File: src/rtl/ce_window_gen.sv
// Sliding-window generator feeding the convolution engine: buffers KERNEL-1 lines
// and emits every fully-inside KERNEL x KERNEL x CL_IN window, packed for data2conv.
module ce_window_gen #(
    parameter int CL_IN  = 4,
    parameter int KERNEL = 3,
    parameter int N      = 2,
    parameter int IMG_W  = 8,
    parameter int IMG_H  = 8
) (
    input  logic                             clk,
    input  logic                             rst,
    input  logic [CL_IN*N-1:0]               pix_in,
    input  logic                             en_in,
    output logic [CL_IN*KERNEL*KERNEL*N-1:0] data2conv,
    output logic                             en_out,
    output logic                             frame_done
);
    localparam int PW = CL_IN * N;
    localparam int WW = CL_IN * KERNEL * KERNEL * N;
    localparam int CW = (IMG_W > 1) ? $clog2(IMG_W) : 1;
    localparam int RW = (IMG_H > 1) ? $clog2(IMG_H) : 1;
    localparam logic [CW-1:0] COL_LAST = CW'(IMG_W - 1);
    localparam logic [RW-1:0] ROW_LAST = RW'(IMG_H - 1);
    localparam logic [CW-1:0] COL_MIN  = CW'(KERNEL - 1);
    localparam logic [RW-1:0] ROW_MIN  = RW'(KERNEL - 1);

    logic [CW-1:0] col_q, col_d;
    logic [RW-1:0] row_q, row_d;
    logic [PW-1:0] win_q   [KERNEL][KERNEL];
    logic [PW-1:0] win_d   [KERNEL][KERNEL];
    logic [PW-1:0] col_new [KERNEL];
    logic [WW-1:0] pack_d;
    logic [WW-1:0] data_q;
    logic          vld_d;
    logic          last_d;
    logic          en_out_q;
    logic          frame_done_q;

    generate
        if (KERNEL > 1) begin : g_lb
            // Entry 0 is the newest pixel; entry IMG_W-1 is the same column one line earlier.
            logic [PW-1:0] lb_q [KERNEL-1][IMG_W];

            always_ff @(posedge clk) begin
                if (!rst) begin
                    for (int j = 0; j < KERNEL-1; j++)
                        for (int x = 0; x < IMG_W; x++)
                            lb_q[j][x] <= '0;
                end else if (en_in) begin
                    lb_q[0][0] <= pix_in;
                    for (int j = 1; j < KERNEL-1; j++)
                        lb_q[j][0] <= lb_q[j-1][IMG_W-1];
                    for (int j = 0; j < KERNEL-1; j++)
                        for (int x = 1; x < IMG_W; x++)
                            lb_q[j][x] <= lb_q[j][x-1];
                end
            end

            for (genvar r = 0; r < KERNEL-1; r++) begin : g_col
                assign col_new[r] = lb_q[KERNEL-2-r][IMG_W-1];
            end
        end
    endgenerate

    assign col_new[KERNEL-1] = pix_in;

    always_comb begin
        pack_d = '0;
        for (int r = 0; r < KERNEL; r++) begin
            for (int k = 0; k < KERNEL-1; k++)
                win_d[r][k] = win_q[r][k+1];
            win_d[r][KERNEL-1] = col_new[r];
        end
        for (int c = 0; c < CL_IN; c++)
            for (int r = 0; r < KERNEL; r++)
                for (int k = 0; k < KERNEL; k++)
                    pack_d[(c*KERNEL*KERNEL + r*KERNEL + k)*N +: N] = win_d[r][k][c*N +: N];
    end

    // Validity comes from the raster position, never from window contents.
    always_comb begin
        col_d  = col_q;
        row_d  = row_q;
        last_d = (row_q == ROW_LAST) && (col_q == COL_LAST);
        vld_d  = en_in && (row_q >= ROW_MIN) && (col_q >= COL_MIN);
        if (en_in) begin
            if (col_q == COL_LAST) begin
                col_d = '0;
                row_d = (row_q == ROW_LAST) ? '0 : row_q + 1'b1;
            end else begin
                col_d = col_q + 1'b1;
            end
        end
    end

    always_ff @(posedge clk) begin
        if (!rst) begin
            col_q        <= '0;
            row_q        <= '0;
            data_q       <= '0;
            en_out_q     <= 1'b0;
            frame_done_q <= 1'b0;
            for (int r = 0; r < KERNEL; r++)
                for (int k = 0; k < KERNEL; k++)
                    win_q[r][k] <= '0;
        end else begin
            en_out_q     <= vld_d;
            frame_done_q <= en_in && last_d;
            if (vld_d)
                data_q <= pack_d;
            if (en_in) begin
                col_q <= col_d;
                row_q <= row_d;
                for (int r = 0; r < KERNEL; r++)
                    for (int k = 0; k < KERNEL; k++)
                        win_q[r][k] <= win_d[r][k];
            end
        end
    end

    assign data2conv  = data_q;
    assign en_out     = en_out_q;
    assign frame_done = frame_done_q;

endmodule

File: config.mk
export PLATFORM = sky130hd
export DESIGN_NAME = ce_window_gen
export DESIGN_NICKNAME = d
export VERILOG_FILES = /design/src/rtl/ce_window_gen.sv
export SDC_FILE = /design/constraint.sdc
export NUM_CORES = 1
export LEC_CHECK = 0
export ABC_AREA = 1
export BUFFER_PORTS_ARGS = -buffer_cell sky130_fd_sc_hd__buf_4
export CAP_MARGIN = 20
export CORE_MARGIN = 2
export CORE_UTILIZATION = 35
export DETAILED_ROUTE_END_ITERATION = 8
export GPL_TIMING_DRIVEN = 0
export PLACE_DENSITY = 0.63
export SLEW_MARGIN = 20
export SYNTH_ARGS = -nofsm -noshare
export SYNTH_HDL_FRONTEND = slang
export SYNTH_SLANG_ARGS = --single-unit
File: constraint.sdc
create_clock -name clk -period 5.6 [get_ports clk]
set_input_delay 0 -clock clk [delete_from_list [all_inputs] [get_ports clk]]
set_output_delay 0 -clock clk [all_outputs]
set_load 0.02 [all_outputs]
# Word level (Yosys, flattened, before mapping)
# Memories as Yosys holds them, arrays and structs flattened.
# Cells that the tools add are included.
# word_totals
register_bits	80
ram_bits	200
inputBits	11
out_inout_bits	74
wordCells	74
memories	2
# memory_table
name	words	word_bits	read_ports	rd_clocked_by_memory_dff	write_ports	line	text
g_lb.lb_q	2	64	2	0	2	42	logic [PW-1:0] lb_q [KERNEL-1][IMG_W];
win_q	3	24	3	0	3	29	logic [PW-1:0] win_q [KERNEL][KERNEL];
# op_classes
n_addsub	2
magnitude_cmp	2
eq_ne	2
n_mux	31
bitwise_logic	25
reduce_logical	5
# op_table
operator	count
8-bit two-way mux	25
1-bit bitwise OR	25
3-bit by 1-bit adder with 3-bit output (second input constant)	2
3-bit == test (second input constant)	2
3-bit by 2-bit >= comparator with 1-bit output (second input constant)	2
3-bit two-way mux	2
1-bit logical AND	4
1-bit two-way mux	4
2-bit AND reduction	1

# Depth between registers and ports, before layout
# logic_depth
word_depth	4
ltp_mapped	8

# Least setup slack after synthesis
# No wires, ideal clock.
# synth_path
path_type	input to register
from	in rst
to	mem g_lb.lb_q[0][0] (netlist name), enable pin
setup_time_ns	1.236
t_arrival_ns	2.689
slack_ns	1.675
path_stages	3
path_buffers	2
cell_sequence	buf_2 buf_2 nand2_1
# synth_rtl
item	line	text
start, declared	11	input logic rst,
end, declared	42	

# Worst setup path after layout
# layout_path
from	reg col_q[0]
to	reg data_q[16], in the netlist data2conv[16]
# layout_via
elab_chain_cells	2
# layout_lines
item	line	text
start, declared	27	logic [CW-1:0] col_q, col_d;
start signal, assigned	112	col_q <= col_d;
3-bit by 2-bit >= comparator with 1-bit output	85	vld_d = en_in && (row_q >= ROW_MIN) && (col_q >= COL_MIN);
1-bit logical AND	85	
end signal, assigned	110	data_q <= pack_d;
end, declared	33	logic [WW-1:0] data_q;
# No other way between the ends.
# A chain may end at the register's enable or synchronous reset.

==> results.py <==
metrics = {
    "route": {
        "drt_pass1_iterations": 4,
        "ant_nets": 0,
        "vias_per_cell": 4.42,
        "wl_per_cell_um": 14.1,
        "wl_mm": 19.3,
        "drc": 0,
        "dr.first_iter.drc_count": 538,
        "vias": 6028,
    },
    "final_layout": {
        "antenna_cells": 0,
        "fin_util_pct": 44.0,
        "layout.nets": 1037,
        "fillers": 2379,
        "layout_common_cells": "nor2_1, inv_1, edfxtp_1, buf_4, dfxtp_1",
        "area_delta_synth_final_pct": 23.0,
        "final_cells": 1363,
        "drive_gt1_share_pct": 14.5,
        "final_common_cell": "nor2_1",
    },
    "sta": {
        "worstMarginPinSlew_ns": 0.818,
        "drv_slew": 0,
        "rsz0062_at_grt": "false",
        "period_needed_ns": 2.05,
        "fin_worst_skew_ns": 0.00838,
        "hold_viol": 0,
        "fmax_mhz": 488,
        "slew_headroom_pct": 45.5,
        "tns_ns": 0,
        "fin_crit_sh_pct": 36.6,
        "finalSetupViolCount": 0,
        "finalWorstSetupSlack_ns": 3.55,
    },
    "yosys": {
        "synth_nets": 917,
        "synth_fa_ha_area_share_pct": 0.715,
        "synth_area_per_cell_sq_um": 9.71,
        "synth.area.mux_share_pct": 0,
        "synth-compound-area-share_pct": 4.48,
        "synthXorXnorAreaFrac_pct": 0,
        "yosys.area_share.simple_pct": 17.5,
        "synth.distinct_cells": 17,
        "synth_top_family_by_area": "simple AND/OR/NAND/NOR gates",
        "ys_seq_area_share_pct": 67.7,
        "netlist_area_sq_um": 8750,
        "syn_inst": 901,
        "ys.warnings.count": 0,
        "synth-seq-cells": 224,
    },
    "placed_design": {
        "dp_slack_ns": 3.59,
        "place_hpwl_mm": 12.9,
        "gp_congestion": 0.792,
        "placedCellCount": 1310,
        "port_buffers": 83,
    },
    "global_route": {
        "grt_first_pass_wirelength_mm": 30.5,
        "grt_pass1_vias": 5693,
        "grtUsageTotal_pct": 14.6,
        "grt-ovfl-total": 0,
        "grt_start_max_net_pins": 59,
        "antenna_found_initial": 0,
    },
    "worst_setup_path": {
        "crit_required_ns": 6.04,
        "crit_type": "register to register",
        "crit_arrival_ns": 2.49,
        "reg2reg_depth": 8,
        "worstSetupStartpointType": "register",
        "critPathMaxFanout": 10,
        "end_kind": "register",
    },
    "pwr": {
        "power_mw": 3.69,
        "ir_drop_uv": 188,
        "power_leakage_nw": 4.49,
        "powerDensity_nw_per_um2": 343,
    },
    "floorplanning": {
        "start_util_pct": 35.8,
        "core_area_sq_um": 24500,
        "die_h_um": 162,
        "die_x_um": 162,
        "rows": 57,
        "dieArea_sq_um": 26300,
        "pin_count": 85,
    },
    "cts": {
        "cts_resized": 0,
        "h-tree-depth": 1,
        "path_clk_slew_ns": 0.06,
        "cts_buffers": 24,
        "clock-sinks": 224,
        "clock_latency_ns": 0.51,
        "cts_buffer_depth": 3,
        "cts_tree": "yes",
        "clockRootBuffer": "clkbuf_16",
    },
    "min_path": {
        "holdPathStages": 4,
        "hold_class": "input port to register",
    },
    "job": {
        "cap_violations": 0,
    },
    "outcome": {
        "status": "finished, final reports clean",
    },
}
-- power breakdown --
group / switching (mW) / leakage, nW / internal (mW)
clock network: 0.640 / 0.404 / 1.00
logic: 0.157 / 1.85 / 0.0498
registers: 0.0179 / 2.24 / 1.83
total: 0.815 / 4.49 / 2.88
-- Yosys cell counts --
library cell,count,share of area (%)
a21oi_1,73,4.2
buf_2,25,1.4
o21ai_0,4,0.23
clkbuf_1,24,1.0
nand3_1,75,4.3
ha_1,5,0.72
nor3_1,1,0.057
buf_1,5,0.21
nor2_4,1,0.13
edfxtp_1,144,49
buf_4,1,0.086
nor2_1,224,9.6
inv_2,1,0.043
inv_1,158,6.8
dfxtp_1,80,18
o22ai_1,1,0.072
nand2_1,79,3.4
-- layer usage --
metal | global-route usage (%) | vias to the layer above | wire, um
met1 | 20.8 | 2817 | 9060
met5 | 0 | - | 0
met3 | 3.50 | 29 | 1180
met4 | 3.38 | 0 | 341
li1 | - | 3067 | -
met2 | 22.7 | 115 | 8690
-- repair_timing --
item                                   4_1_cts  5_1_grt
buffers inserted                             0        0
endpoints found under the hold margin       21        0
hold buffers                                 9        0
-- critical path, stage by stage, from the launching register on --
cell and delay, ns:
dfxtp_1 0.32, inv_1 0.09, ha_1 0.15, nor2_1 0.04
nand2_1 0.44, buf_2 0.42, buf_2 0.30, a21oi_1 0.10
nor2_1 0.12
-- path summary, 6_finish.rpt --
kind | startpoint | endpoint | slack [ns]
setup reg to reg | col_q[0] | data2conv[16] | 3.55
hold reg to reg | data2conv[26] | data2conv[26] | 0.48
setup / recovery | col_q[0] | data2conv[16] | 3.55
hold / removal | rst | data2conv[69] | 0.08
-- kinds of logic (layout without fill, tap and decap cells) --
kind of cell	after synthesis	after routing
fa+ha+maj	5	5
buf+inv	214	352
compound gates	78	78
flops	224	224
simple gates	380	380
-- stage by stage --
| stage | cell area [sq um] | hold WS (ns) |
|---|---|---|
| floorplan | 8750 | 0.130 |
| global route | 10800 | 0.0782 |
| finish | 10800 | 0.0818 |
| global placement | 9780 | 0.282 |
| detailed placement | 9840 | 0.299 |
| CTS | 10800 | 0.0713 |
-- sequential cells by signal, indices dropped and copies added (netlist names) --
name / count
col_q: 3
data2conv: 72
en_out: 1
frame_done: 1
g_lb.lb_q: 110
row_q: 3
win_q: 34
-- area by class of cell --
class                           count  area, sq um  area share, %
Buffer                             55          241           2.24
Clock buffer                       29          682           6.34
Clock inverter                     15          151           1.41
Inverter                          159          597           5.55
Multi-Input combinational cell    463         1990           18.5
Sequential cell                   224         5930           55.1
Tap cell                          324          405           3.77
Timing Repair Buffer               94          768           7.14
Note: power is estimated with default switching activity, not from simulation.
